### src/rtl/modulo_n_checker_sat_counter.sv
// Saturating up-counter; holds at all-ones once full.
// Used for the violation tally of the modulo-N checker.
module sat_counter #(
    parameter int W = 8
) (
    input  logic         clk,
    input  logic         rst,
    input  logic         inc,
    output logic [W-1:0] cnt
);

    logic [W-1:0] cnt_q;
    logic [W-1:0] cnt_d;

    always_comb begin
        cnt_d = cnt_q;
        if (inc && (cnt_q != '1)) begin
            cnt_d = cnt_q + 1'b1;
        end
    end

    always_ff @(posedge clk or negedge rst) begin
        if (!rst) begin
            cnt_q <= '0;
        end else begin
            cnt_q <= cnt_d;
        end
    end

    assign cnt = cnt_q;

endmodule

### config.mk
export PLATFORM = sky130hd
export DESIGN_NAME = sat_counter
export DESIGN_NICKNAME = d
export VERILOG_FILES = /design/src/rtl/modulo_n_checker_sat_counter.sv
export SDC_FILE = /design/constraint.sdc
export NUM_CORES = 1
export LEC_CHECK = 0
export BUFFER_PORTS_ARGS = -buffer_cell sky130_fd_sc_hd__buf_2
export CAP_MARGIN = 0
export CORE_AREA = 3 3 40 42
export DETAILED_ROUTE_END_ITERATION = 7
export DIE_AREA = 0 0 43 45
export HOLD_SLACK_MARGIN = 0.12
export PLACE_DENSITY_LB_ADDON = 0.15
export SYNTH_ARGS = -nofsm -noshare
export SYNTH_HDL_FRONTEND = slang
export SYNTH_SLANG_ARGS = --single-unit
### constraint.sdc
create_clock -name clk -period 2.2 [get_ports clk]
set_input_delay 0.22 -clock clk [delete_from_list [all_inputs] [get_ports clk]]
set_output_delay 0.22 -clock clk [all_outputs]
set_load 0.005 [all_outputs]
# == Yosys cells after proc, flatten, opt, wreduce, memory -nomap -nowiden ==
# Cells that the tools add are included.
# word_totals
ram_bits,0
output_inout_bits,8
word_cells,4
romBits,0
memories,0
reg_bits,8
latchBits,0
input_bits,3
# op_classes
eq_ne,1
n_bitwise,0
shift,0
reduce_logical,1
multipliers,0
n_addsub,1
n_div,0
mux,0
n_lt_le_gt_ge,0
# op_table
cell,n
$add A8 B1 Y8 const B,1
$ne A8 B8 Y1 const B,1
$logic_and A1 B1 Y1,1

# == Depth between registers and ports, before layout ==
# Gate-level depths: netlist (run 1).
# logic_depth
depth_word,2
ltp_mapped,4
ltp_nobuf,4

# == Worst setup path after synthesis (run 1) ==
# Ideal clock, no wire load.
# synth_timing
path_kind,reg2reg
from,reg cnt_q[0] (netlist: cnt[0])
to,reg cnt_q[1] (netlist: cnt[1])
slack_ns,0.807
synth_period_minus_slack_ns,1.393
path_stages_with_launch,5
t_required_ns,2.072
n_path_buf,0
setup_ns,0.128
arrival_ns,1.266
path_cell_list,dfrtp_1 ha_1 nand4_1 o21ai_2 mux2_1
# synth_via
elab_chain_len,2
elab_cells_between_ends,3
classes_between,add/sub (1); eq/ne (1); reduce/logical (1)
# synth_lines
item,line_no,text
start: declaration,12,logic [W-1:0] cnt_q;
start signal: assignment,26,cnt_q <= cnt_d;
branches (longest 2 deep; another with $add A8 B1 Y8),-,
# Parallel ways; which one is timed is not known.
# A chain may end at the register's enable or synchronous reset.

# == Worst setup path in the final report (run 1) ==
# Ends and elaborated chain as after synthesis.

==> out/metrics.yaml, run 1 <==
sta:
  fin_setup_tns_ps: 0
  worst_slew_pin_slew_ps: 254
  setup_ws_ps: 696
  timing.fmax_mhz: 665
  whs_ps: 278
  min_period_ps: 1500
  drv_slew: 0
  finalSetupViolCount: 0
  finalClockSkew_ps: 3.00
  finalCritPeriodShare_pct: 68.3
  hold_viol: 0
  rsz0062_at_grt: "no"
  relSlewSlack_pct: 83.1
power:
  p_comb_share_pct: 35.3
  p_per_area_mw_per_mm2: 1260
  p_leak_nw: 0.227
  vdd_drop_max_mv: 0.470
  p_sw_share_pct: 38.4
  p_sw_mw: 0.246
  clockPowerShare_pct: 18.0
  pwr-share-seq_pct: 46.7
  internal_power_mw: 0.395
place:
  dp_hpwl_um: 619
  post-place-ws_ps: 701
  gp_congestion: 0.777
  port_buffers: 10
synthesis:
  ys_ff_latch: 8
  synth_warnings: 0
  synth-xor-area-share_pct: 4.29
  synthMuxAreaShare_pct: 6.44
  synth-simple-area-share_pct: 15.0
  synth-adder-area-share_pct: 3.07
  synth_top_family_by_area: "compound AO/OA/AOI/OAI gates"
  synth_area_um2: 408
  syn_nets: 38
  synth_cell_types: 23
  synth.avg_cell_area_um2: 12.0
  synth_compound_area_share_pct: 21.2
  syn_inst: 34
  ys_seq_area_share_pct: 49.1
detailed_routing:
  drc: 0
  wl_per_cell_um: 13.5
  num_vias: 334
  final_antenna_net_count: 0
  dr.first_iter.drc_count: 1
  vias_per_cell: 5.30
  drt_wl_total_um: 852
  drt_first_pass_iters: 4
final_layout:
  mostFrequentLayoutCells: "10 x buf_2, 8 x dfrtp_1, 3 x clkbuf_4"
  drive_gt1_share_pct: 39.6
  largest_reg_flops: 8
  diodes: 0
  syn_to_final_growth_pct: 24.8
  finalNetCount: 54
  final_common_cell: "buf_2"
  fillers: 137
clock_tree:
  htreeDepth: 1
  cts_tree: "done"
  cts.sinks: 8
  clkLatencyLatePin_ps: 260
  ctsRootBufferMaster: "clkbuf_4"
  clk_pin_slew_worst_paths_ps: 50
  clk_path_buf_depth: 2
  cts-buffers-inserted: 3
critical_path:
  crit-reg2reg-capture: "cnt[1]"
  crit_type: "reg2reg"
  cp-end-kind: "flip-flop"
  critPathArrivalTime_ps: 1640
  crit_fanout: 5
  r2r_cells: 4
  r2r-start: "cnt[0]"
  cp.required_ps: 2340
  r2r_slack_ps: 700
  startpoint_type: "flip-flop"
grt:
  antenna_found_initial: 0
  grt_pass1_vias: 323
  grt_usage_pct: 10.1
  grt_first_pass_wirelength_um: 1400
  grt_max_degree: 9
  grt-ovfl-total: 0
floorplan:
  die_x_um: 43
  num_rows: 13
  die_area_mm2: 0.00194
  ios: 11
  core_mm2: 0.00128
  start_util_pct: 31.7
  die_h_um: 45
job:
  drv_cap: 0
outcome:
  status: "completed"
worst_hold_path:
  hp-start: "inc"
  min_path_type: "in2reg"
  hold-path-endpoint: "cnt[0]"
  holdPathStages: 3
## worst max-delay path, cell delays in order (launching register included)
cell     delay, ps
dfrtp_1        410
ha_1           260
nand4_1        180
o21ai_2        200
mux2_1         340
## synthesized netlist by cell type
library cell	count	share of area [%]
nor2_1	1	0.92
and4_4	1	2.8
o21a_1	1	1.8
xnor2_1	1	2.1
a21oi_1	2	2.5
a41oi_1	2	4.3
dfrtp_1	8	49
o211ai_1	1	1.8
nand2_1	1	0.92
o21ai_2	1	2.1
a31oi_1	2	3.1
and3_4	1	2.8
mux2_4	1	3.7
xor2_1	1	2.1
ha_1	1	3.1
nand4_1	1	1.5
a21boi_0	1	1.8
nand3_1	2	2.5
a311oi_2	1	3.7
inv_1	1	0.92
mux2_1	1	2.8
nand3_2	1	2.5
nor3_1	1	1.2
## metrics by stage
| step | utilization [%] | instance area (um2) | power (mW) | cells |
|---|---|---|---|---|
| CTS | 39.6 | 509 | 0.647 | 63 |
| global route | 39.6 | 509 | 0.692 | 63 |
| detailed placement | 37.1 | 477 | 0.530 | 59 |
| floorplan | - | 408 | 0.427 | 34 |
| finish | 39.6 | 509 | 0.641 | 63 |
| global placement | 37.1 | 477 | 0.519 | 59 |
## area by class of cell
| type | instances | area (um2) | area share (%) |
|---|---|---|---|
| Clock buffer | 3 | 22.5 | 4.42 |
| Inverter | 1 | 3.75 | 0.737 |
| Multi-Input combinational cell | 25 | 204 | 40.0 |
| Sequential cell | 8 | 200 | 39.3 |
| Tap cell | 15 | 18.8 | 3.69 |
| Timing Repair Buffer | 11 | 60.1 | 11.8 |
## power groups by stage
stage	Sequential [mW]	Clock [mW]	Combinational (mW)
after floorplan	0.293	0	0.134
after global placement	0.295	0	0.224
after CTS	0.299	0.117	0.231
final	0.299	0.115	0.227
after detailed placement	0.302	0	0.228
after global routing	0.313	0.123	0.256
## how the worst max path moves through the flow
| stage | startpoint | to | slack (ps) | cells after the start |
|---|---|---|---|---|
| 2_1_floorplan | cnt[0] | cnt[1] | 810 | 4 |
| 3_3_place_gp | cnt[0] | cnt[1] | 730 | 4 |
| 3_5_place_dp | cnt[0] | cnt[1] | 700 | 4 |
| 4_1_cts | cnt[0] | cnt[1] | 690 | 4 |
| 5_1_grt | cnt[0] | cnt[1] | 580 | 4 |
| 6_report | cnt[0] | cnt[1] | 700 | 4 |
## repair_timing
item                                   CTS  global route
hold buffers                             1             0
buffers inserted                         0             0
gates resized for setup                  0             0
endpoints found under the hold margin    8             0
## kinds of logic after synthesis
family | count (synthesis)
AND/OR/NAND/NOR | 9
flip-flops | 8
multiplexers | 2
buffers and inverters | 1
AO/OA/AOI/OAI | 11
XOR/XNOR | 2
adder cells (fa/ha/maj) | 1
## metal layers
metal / track usage, % / up-vias / share of wire [%]
met4: 9.04 / 0 / 2.5
met5: 0 / - / 0
met1: 13.2 / 154 / 51
li1: - / 164 / -
met3: 2.79 / 4 / 5.6
met2: 13.5 / 12 / 41
(Power assumes the default switching activity.)
==> inputs of run 2 (changes only) <==
- ABC_AREA: default -> 1
- clock period: 2.2 -> 1.6 ns (I/O delays scaled with it)
==> run 2 against run 1 <==
  * Die area did not move
  * First-iteration DRC count grew to 4.0 times the previous value
  * Final area increased by 16%
  * Via count up 26%
  * Clock-buffer cell count unchanged
  * Synthesized cell count rose by 85%
  * Largest power group unchanged
  * Wire length rose by 13%
  * Worst hold slack worse by 6.7 ps
  * Register-to-register slack worse by 360 ps
  * Critical endpoint is now cnt[5]
==> out/metrics.yaml, run 2 <==
outcome:
  status: "completed"  # unchanged
grt:
  grt_first_pass_wirelength_um: 1750  # was 1400 um
  grt_max_degree: 9  # unchanged
  antenna_found_initial: 0  # unchanged
  grt_usage_pct: 12.7  # was 10.1%
  grt-ovfl-total: 0  # unchanged
  grt_pass1_vias: 400  # was 323
floorplan:
  ios: 11  # unchanged
  die_x_um: 43  # unchanged
  num_rows: 13  # unchanged
  core_mm2: 0.00128  # unchanged
  die_area_mm2: 0.00194  # unchanged
  start_util_pct: 37.6  # was 31.7%
  die_h_um: 45  # unchanged
clock_tree:
  cts_tree: "done"  # unchanged
  clk_pin_slew_worst_paths_ps: 60  # was 50 ps
  ctsRootBufferMaster: "clkbuf_4"  # unchanged
  cts-buffers-inserted: 3  # unchanged
  cts.sinks: 8  # unchanged
  htreeDepth: 1  # unchanged
  clk_path_buf_depth: 2  # unchanged
  clkLatencyLatePin_ps: 250  # was 260 ps
power:
  pwr-share-seq_pct: 45.4  # was 46.7%
  clockPowerShare_pct: 20.3  # was 18.0%
  p_per_area_mw_per_mm2: 1280  # was 1260 mW/mm2
  p_comb_share_pct: 34.3  # was 35.3%
  p_leak_nw: 0.308  # was 0.227 nW
  p_sw_mw: 0.290  # was 0.246 mW
  internal_power_mw: 0.465  # was 0.395 mW
  p_sw_share_pct: 38.4  # about the same
  vdd_drop_max_mv: 0.518  # was 0.470 mV
synthesis:
  yosys.area.top_type: "dfrtp_1"  # unchanged
  synth_most_common_cell: "nand2_1"  # was dfrtp_1
  yosys_most_used_dff: "dfrtp_1"  # unchanged
  synth.avg_cell_area_um2: 7.67  # was 12.0 um2
  synth_area_um2: 483  # was 408 um2
  synth-simple-area-share_pct: 45.1  # was 15.0%
  synth_warnings: 0  # unchanged
  synth-xor-area-share_pct: 3.63  # was 4.29%
  async_flop_share_pct: 100  # unchanged
  syn_nets: 67  # was 38
  synthMuxAreaShare_pct: 0  # was 6.44%
  ys_ff_latch: 8  # unchanged
  synth_top_area_share_pct: 41.5  # was 49.1%
  synth_compound_area_share_pct: 2.07  # was 21.2%
  syn_inst: 63  # was 34
  synth_cell_types: 18  # was 23
  synth_top_family_by_area: "simple AND/OR/NAND/NOR gates"  # was compound AO/OA/AOI/OAI gates
  synth_top_cells_by_count: "27 x nand2_1, 8 x dfrtp_1, 6 x nor2_1"  # was 8 x dfrtp_1, 2 x a21oi_1, 2 x a31oi_1, 2 x a41oi_1, 2 x nand3_1
  synth-edff-count: 0  # unchanged
  ys_seq_area_share_pct: 41.5  # was 49.1%
  ys_top_cells_by_area: "dfrtp_1 41%, nand2_1 21%, nor2_1 4.7%"  # was dfrtp_1 49%, a41oi_1 4.3%, a311oi_2 3.7%
  synth-adder-area-share_pct: 2.59  # was 3.07%
place:
  post-place-ws_ps: 341  # was 701 ps
  dp_hpwl_um: 743  # was 619 um
  dp_cells: 89  # was 59
  gp_congestion: 0.758  # was 0.777
  port_buffers: 10  # unchanged
critical_path:
  startpoint_type: "flip-flop"  # unchanged
  cp-end-kind: "flip-flop"  # unchanged
  crit_fanout: 7  # was 5
  critPathArrivalTime_ps: 1400  # was 1640 ps
  crit_type: "reg2reg"  # unchanged
  cp.required_ps: 1740  # was 2340 ps
final_layout:
  largest_reg_flops: 8  # unchanged
  final_common_cell: "nand2_1"  # was buf_2
  syn_to_final_growth_pct: 22.5  # was 24.8%
  diodes: 0  # unchanged
  fillers: 153  # was 137
  fin_cells: 93  # was 63
  finalNetCount: 84  # was 54
  mostFrequentLayoutCells: "27 x nand2_1, 10 x buf_2, 8 x dfrtp_1, 6 x nor2_1, 5 x inv_1"  # was 10 x buf_2, 8 x dfrtp_1, 3 x clkbuf_4
  drive_gt1_share_pct: 26.9  # was 39.6%
sta:
  timing.fmax_mhz: 794  # was 665 MHz
  worst_slew_pin_slew_ps: 205  # was 254 ps
  finalCritPeriodShare_pct: 78.8  # was 68.3%
  drv_slew: 0  # unchanged
  hold_viol: 0  # unchanged
  setup_ws_ps: 340  # was 696 ps
  finalSetupViolCount: 0  # unchanged
  relSlewSlack_pct: 86.4  # was 83.1%
  finalClockSkew_ps: 5.81  # was 3.00 ps
  min_period_ps: 1260  # was 1500 ps
  rsz0062_at_grt: "no"  # unchanged
  fin_setup_tns_ps: 0  # unchanged
  whs_ps: 272  # was 278 ps
detailed_routing:
  vias_per_cell: 4.54  # was 5.30
  wl_per_cell_um: 10.4  # was 13.5 um
  drt_first_pass_iters: 2  # was 4
  final_antenna_net_count: 0  # unchanged
  dr.first_iter.drc_count: 4  # was 1
  drc: 0  # unchanged
  drt_wl_total_um: 966  # was 852 um
  num_vias: 422  # was 334
job:
  drv_cap: 0  # unchanged
worst_hold_path:
  min_path_type: "in2reg"  # unchanged
==> run 2: cell count changes after synthesis, sizes merged, moves of 2 or more <==
cell	before	now
inv	1	6
a41oi	2	0
a31oi	2	0
nor2	1	9
mux2	2	0
nand2	1	30
==> run 2: path summary, 6_finish.rpt <==
path / from / end / cells past startpoint / slack (ps)
setup / recovery: cnt[1] / cnt[5] / 8 / 340
hold / removal: inc / cnt[2] / 3 / 270
setup reg to reg: cnt[1] / cnt[5] / 8 / 340
hold reg to reg: cnt[1] / cnt[1] / 2 / 540
max in group asynchronous: rst / cnt[4] / 2 / 1140
min in group asynchronous: rst / cnt[7] / 2 / 280
==> run 2: timing repair <==
action	CTS	global route
setup buffers	0	0
endpoints found under the hold margin	8	0
resized for setup	0	0
hold buffers	1	0
==> run 2: critical path, stage by stage (launching register included) <==
cell     delay [ps]
dfrtp_1         380
ha_1            220
inv_1            80
nor2_4          140
nand2_4          90
nand2_8          80
inv_4            40
nand2_1          50
nand2_1          50
==> run 2: logic make-up (layout without fill, tap and decap cells) <==
logic type | Yosys count | count (layout)
and+or+nand+nor | 44 | 44
xor gates and xnor gates | 2 | 2
AOI/OAI and AO/OA | 2 | 2
adders and majority gates | 1 | 1
DFF | 8 | 8
buffers and inverters | 6 | 21
==> run 2: layout make-up <==
cell class	instances	area, um2	share of cell area, %
well taps	15	18.8	3.17
multi-input cells	49	258	43.6
inverters	6	25.0	4.23
repair buffers	12	67.6	11.4
flip-flops and latches	8	200	33.8
clock buffers	3	22.5	3.81
==> run 2: layer usage <==
layer	global-route usage, %	wire length, um	part of all wire, %
met1	16.0	454	47
met2	18.6	437	45
met3	4.78	63	6.5
met4	7.23	10	1.0
met5	0	0	0
==> run 2: power by group through the flow <==
stage          sequential, mW  combinational [mW]  clock, mW
2_1_floorplan           0.345               0.148          0
3_3_place_gp            0.346               0.261          0
3_5_place_dp            0.349               0.256          0
4_1_cts                 0.344               0.262      0.166
5_1_grt                 0.362               0.296      0.178
6_report                0.343               0.259      0.153
==> run 2: through the flow <==
stage          util (%)  instance area (um2)  power, mW
2_1_floorplan         -                  483      0.493
3_3_place_gp       43.5                  559      0.607
3_5_place_dp       43.5                  559      0.605
4_1_cts            46.1                  592      0.773
5_1_grt            46.1                  592      0.836
6_report           46.1                  592      0.755
==> inputs of run 3 (changes only) <==
- ABC_AREA: 1 -> 0
- clock period: 1.6 -> 1.3 ns (I/O delays scaled with it)
==> run 3 against run 2 <==
  * The flow now finishes with violations (setup timing)
  * Die area did not move
  * Total power rose by 67%
  * Via count fell by 6.9%
  * Non-clock buffer count rose by 8
  * Largest power group is now combinational logic
  * Clock-buffer cell count did not move
  * Combinational power rose by 130%
  * Worst hold slack got worse by 60 ps
  * Register-to-register slack worse by 340 ps
  * Critical endpoint is now cnt[1]
  * Global-route usage down 0.25 points
  * Highest routed layer unchanged
==> out/metrics.yaml, run 3 (synthesis gave the netlist of run 1 again) <==
grt:
  grt_max_degree: 9  # unchanged
  grt_pass1_vias: 373  # was 400
  antenna_found_initial: 0  # unchanged
  grt-ovfl-total: 0  # unchanged
  grt_first_pass_wirelength_um: 1730  # was 1750 um
  grt_usage_pct: 12.4  # was 12.7%
final_layout:
  drive_gt1_share_pct: 56.1  # was 26.9%
  syn_to_final_growth_pct: 45.4  # was 22.5%
  final_common_cell: "buf_2"  # was nand2_1
  largest_reg_flops: 8  # unchanged
  finalNetCount: 63  # was 84
  utilization_pct: 46.2  # was 46.1%
  fillers: 130  # was 153
  mostFrequentLayoutCells: "10 x buf_2, 9 x buf_4, 8 x dfrtp_1, 3 x clkbuf_4"  # was 27 x nand2_1, 10 x buf_2, 8 x dfrtp_1, 6 x nor2_1, 5 x inv_1
  diodes: 0  # unchanged
floorplan:
  core_mm2: 0.00128  # unchanged
  die_x_um: 43  # unchanged
  ios: 11  # unchanged
  start_util_pct: 31.7  # was 37.6%
  die_area_mm2: 0.00194  # unchanged
  num_rows: 13  # unchanged
  die_h_um: 45  # unchanged
critical_path:
  critPathArrivalTime_ps: 1440  # was 1400 ps
  crit_slowest_cell: "dfrtp_1"  # unchanged
  cp-end-kind: "flip-flop"  # unchanged
  crit_type: "reg2reg"  # unchanged
  critPathMaxStageDelay_ps: 360  # was 380 ps
  crit_fanout: 3  # was 7
  cp.required_ps: 1430  # was 1740 ps
  r2r_cells: 4  # was 8
  r2r_slack_ps: -2  # was 340 ps
  startpoint_type: "flip-flop"  # unchanged
  r2r-start: "cnt[1]"  # unchanged
  crit_chain: "ha_2 > nand4_1 > o21ai_2 > mux2_4"  # was ha_1 > inv_1 > nor2_4 > nand2_4 > nand2_8 > inv_4 > nand2_1 > nand2_1
  crit-reg2reg-capture: "cnt[1]"  # was cnt[5]
worst_hold_path:
  hold-path-endpoint: "cnt[2]"  # unchanged
  min_path_type: "in2reg"  # unchanged
  holdPathStages: 3  # unchanged
  hp-start: "inc"  # unchanged
power:
  vdd_drop_max_mv: 0.850  # was 0.518 mV
  p_per_area_mw_per_mm2: 2130  # was 1280 mW/mm2
  p_leak_nw: 0.280  # was 0.308 nW
  power.total_mw: 1.26  # was 0.755 mW
outcome:
  violations: "setup timing"
  status: "finished with violations"  # was completed
sta:
  relSlewSlack_pct: 85.5  # was 86.4%
  rsz0062_at_grt: "yes"  # was no
  min_period_ps: 1300  # was 1260 ps
  hold_viol: 0  # unchanged
  drv_slew: 0  # unchanged
  finalClockSkew_ps: 3.77  # was 5.81 ps
  whs_ps: 212  # was 272 ps
  worst_slew_pin_slew_ps: 217  # was 205 ps
  setup_ws_ps: -2.35  # was 340 ps
  timing.fmax_mhz: 768  # was 794 MHz
  finalCritPeriodShare_pct: 100  # was 78.8%
  finalSetupViolCount: 1  # was 0
detailed_routing:
  final_antenna_net_count: 0  # unchanged
  dr.first_iter.drc_count: 17  # was 4
  drc: 0  # unchanged
  vias_per_cell: 5.46  # was 4.54
  num_vias: 393  # was 422
  drt_wl_total_um: 986  # was 966 um
  drt_first_pass_iters: 4  # was 2
  wl_per_cell_um: 13.7  # was 10.4 um
clock_tree:
  clkLatencyLatePin_ps: 250  # about the same
  clk_path_buf_depth: 2  # unchanged
  clk_pin_slew_worst_paths_ps: 50  # was 60 ps
  ctsRootBufferMaster: "clkbuf_4"  # unchanged
  cts-buffers-inserted: 3  # unchanged
  cts.sinks: 8  # unchanged
  cts_tree: "done"  # unchanged
  htreeDepth: 1  # unchanged
place:
  gp_congestion: 0.781  # was 0.758
  port_buffers: 10  # unchanged
  dp_hpwl_um: 754  # was 743 um
  post-place-ws_ps: -22.9  # was 341 ps
job:
  drv_cap: 0  # unchanged
[run 3: how the worst max path moves through the flow]
| stage | start | endpoint | slack, ps | cells past startpoint |
|---|---|---|---|---|
| 2_1_floorplan | cnt[0] | cnt[1] | -80 | 4 |
| 3_3_place_gp | cnt[0] | cnt[1] | 40 | 4 |
| 3_5_place_dp | cnt[0] | cnt[1] | -20 | 4 |
| 4_1_cts | cnt[0] | cnt[1] | -20 | 4 |
| 5_1_grt | cnt[0] | cnt[1] | -90 | 4 |
| 6_report | cnt[1] | cnt[1] | -2 | 4 |
[run 3: worst max-delay path, delay by kind of cell, from the launching register on]
| family | cells | cell delay [ps] |
|---|---|---|
| compound gates | 1 | 190 |
| simple gates | 1 | 130 |
| flops | 1 | 360 |
| fa+ha+maj | 1 | 200 |
| mux | 1 | 320 |
[run 3: power breakdown]
group | switching (mW) | internal, mW
Sequential | 0.121 | 0.354
Combinational | 0.258 | 0.345
Clock | 0.0791 | 0.105
[run 3: what timing repair did]
item	CTS	global route
endpoints found under the setup margin	1	5
resized for setup	1	2
hold buffers	1	0
hold endpoints to repair	8	0
buffers inserted	1	0
pin swaps	3	3
[run 3: final cells by class]
cell class	instances	area [um2]	share of cell area (%)
sequential	8	200	33.8
inverter	1	3.75	0.633
clock buffer	3	22.5	3.80
tap	15	18.8	3.16
timing repair buffer	20	128	21.5
multi-input combinational	25	220	37.1
[run 3: per-stage QoR]
step	std cells	setup TNS [ps]	instance area (um2)
2_1_floorplan	34	-84.2	410
3_3_place_gp	68	0	547
3_5_place_dp	68	-22.9	547
4_1_cts	73	-19.9	591
5_1_grt	72	-114	593
6_report	72	-2.35	593
[run 3: metal layers]
metal	wire [um]	part of all wire (%)	vias up	GRT usage, %
met5	0	0	-	0
met4	4	0.41	0	5.42
met3	77	7.8	2	5.18
met2	480	49	16	18.9
met1	423	43	189	15.5
li1	-	-	186	-
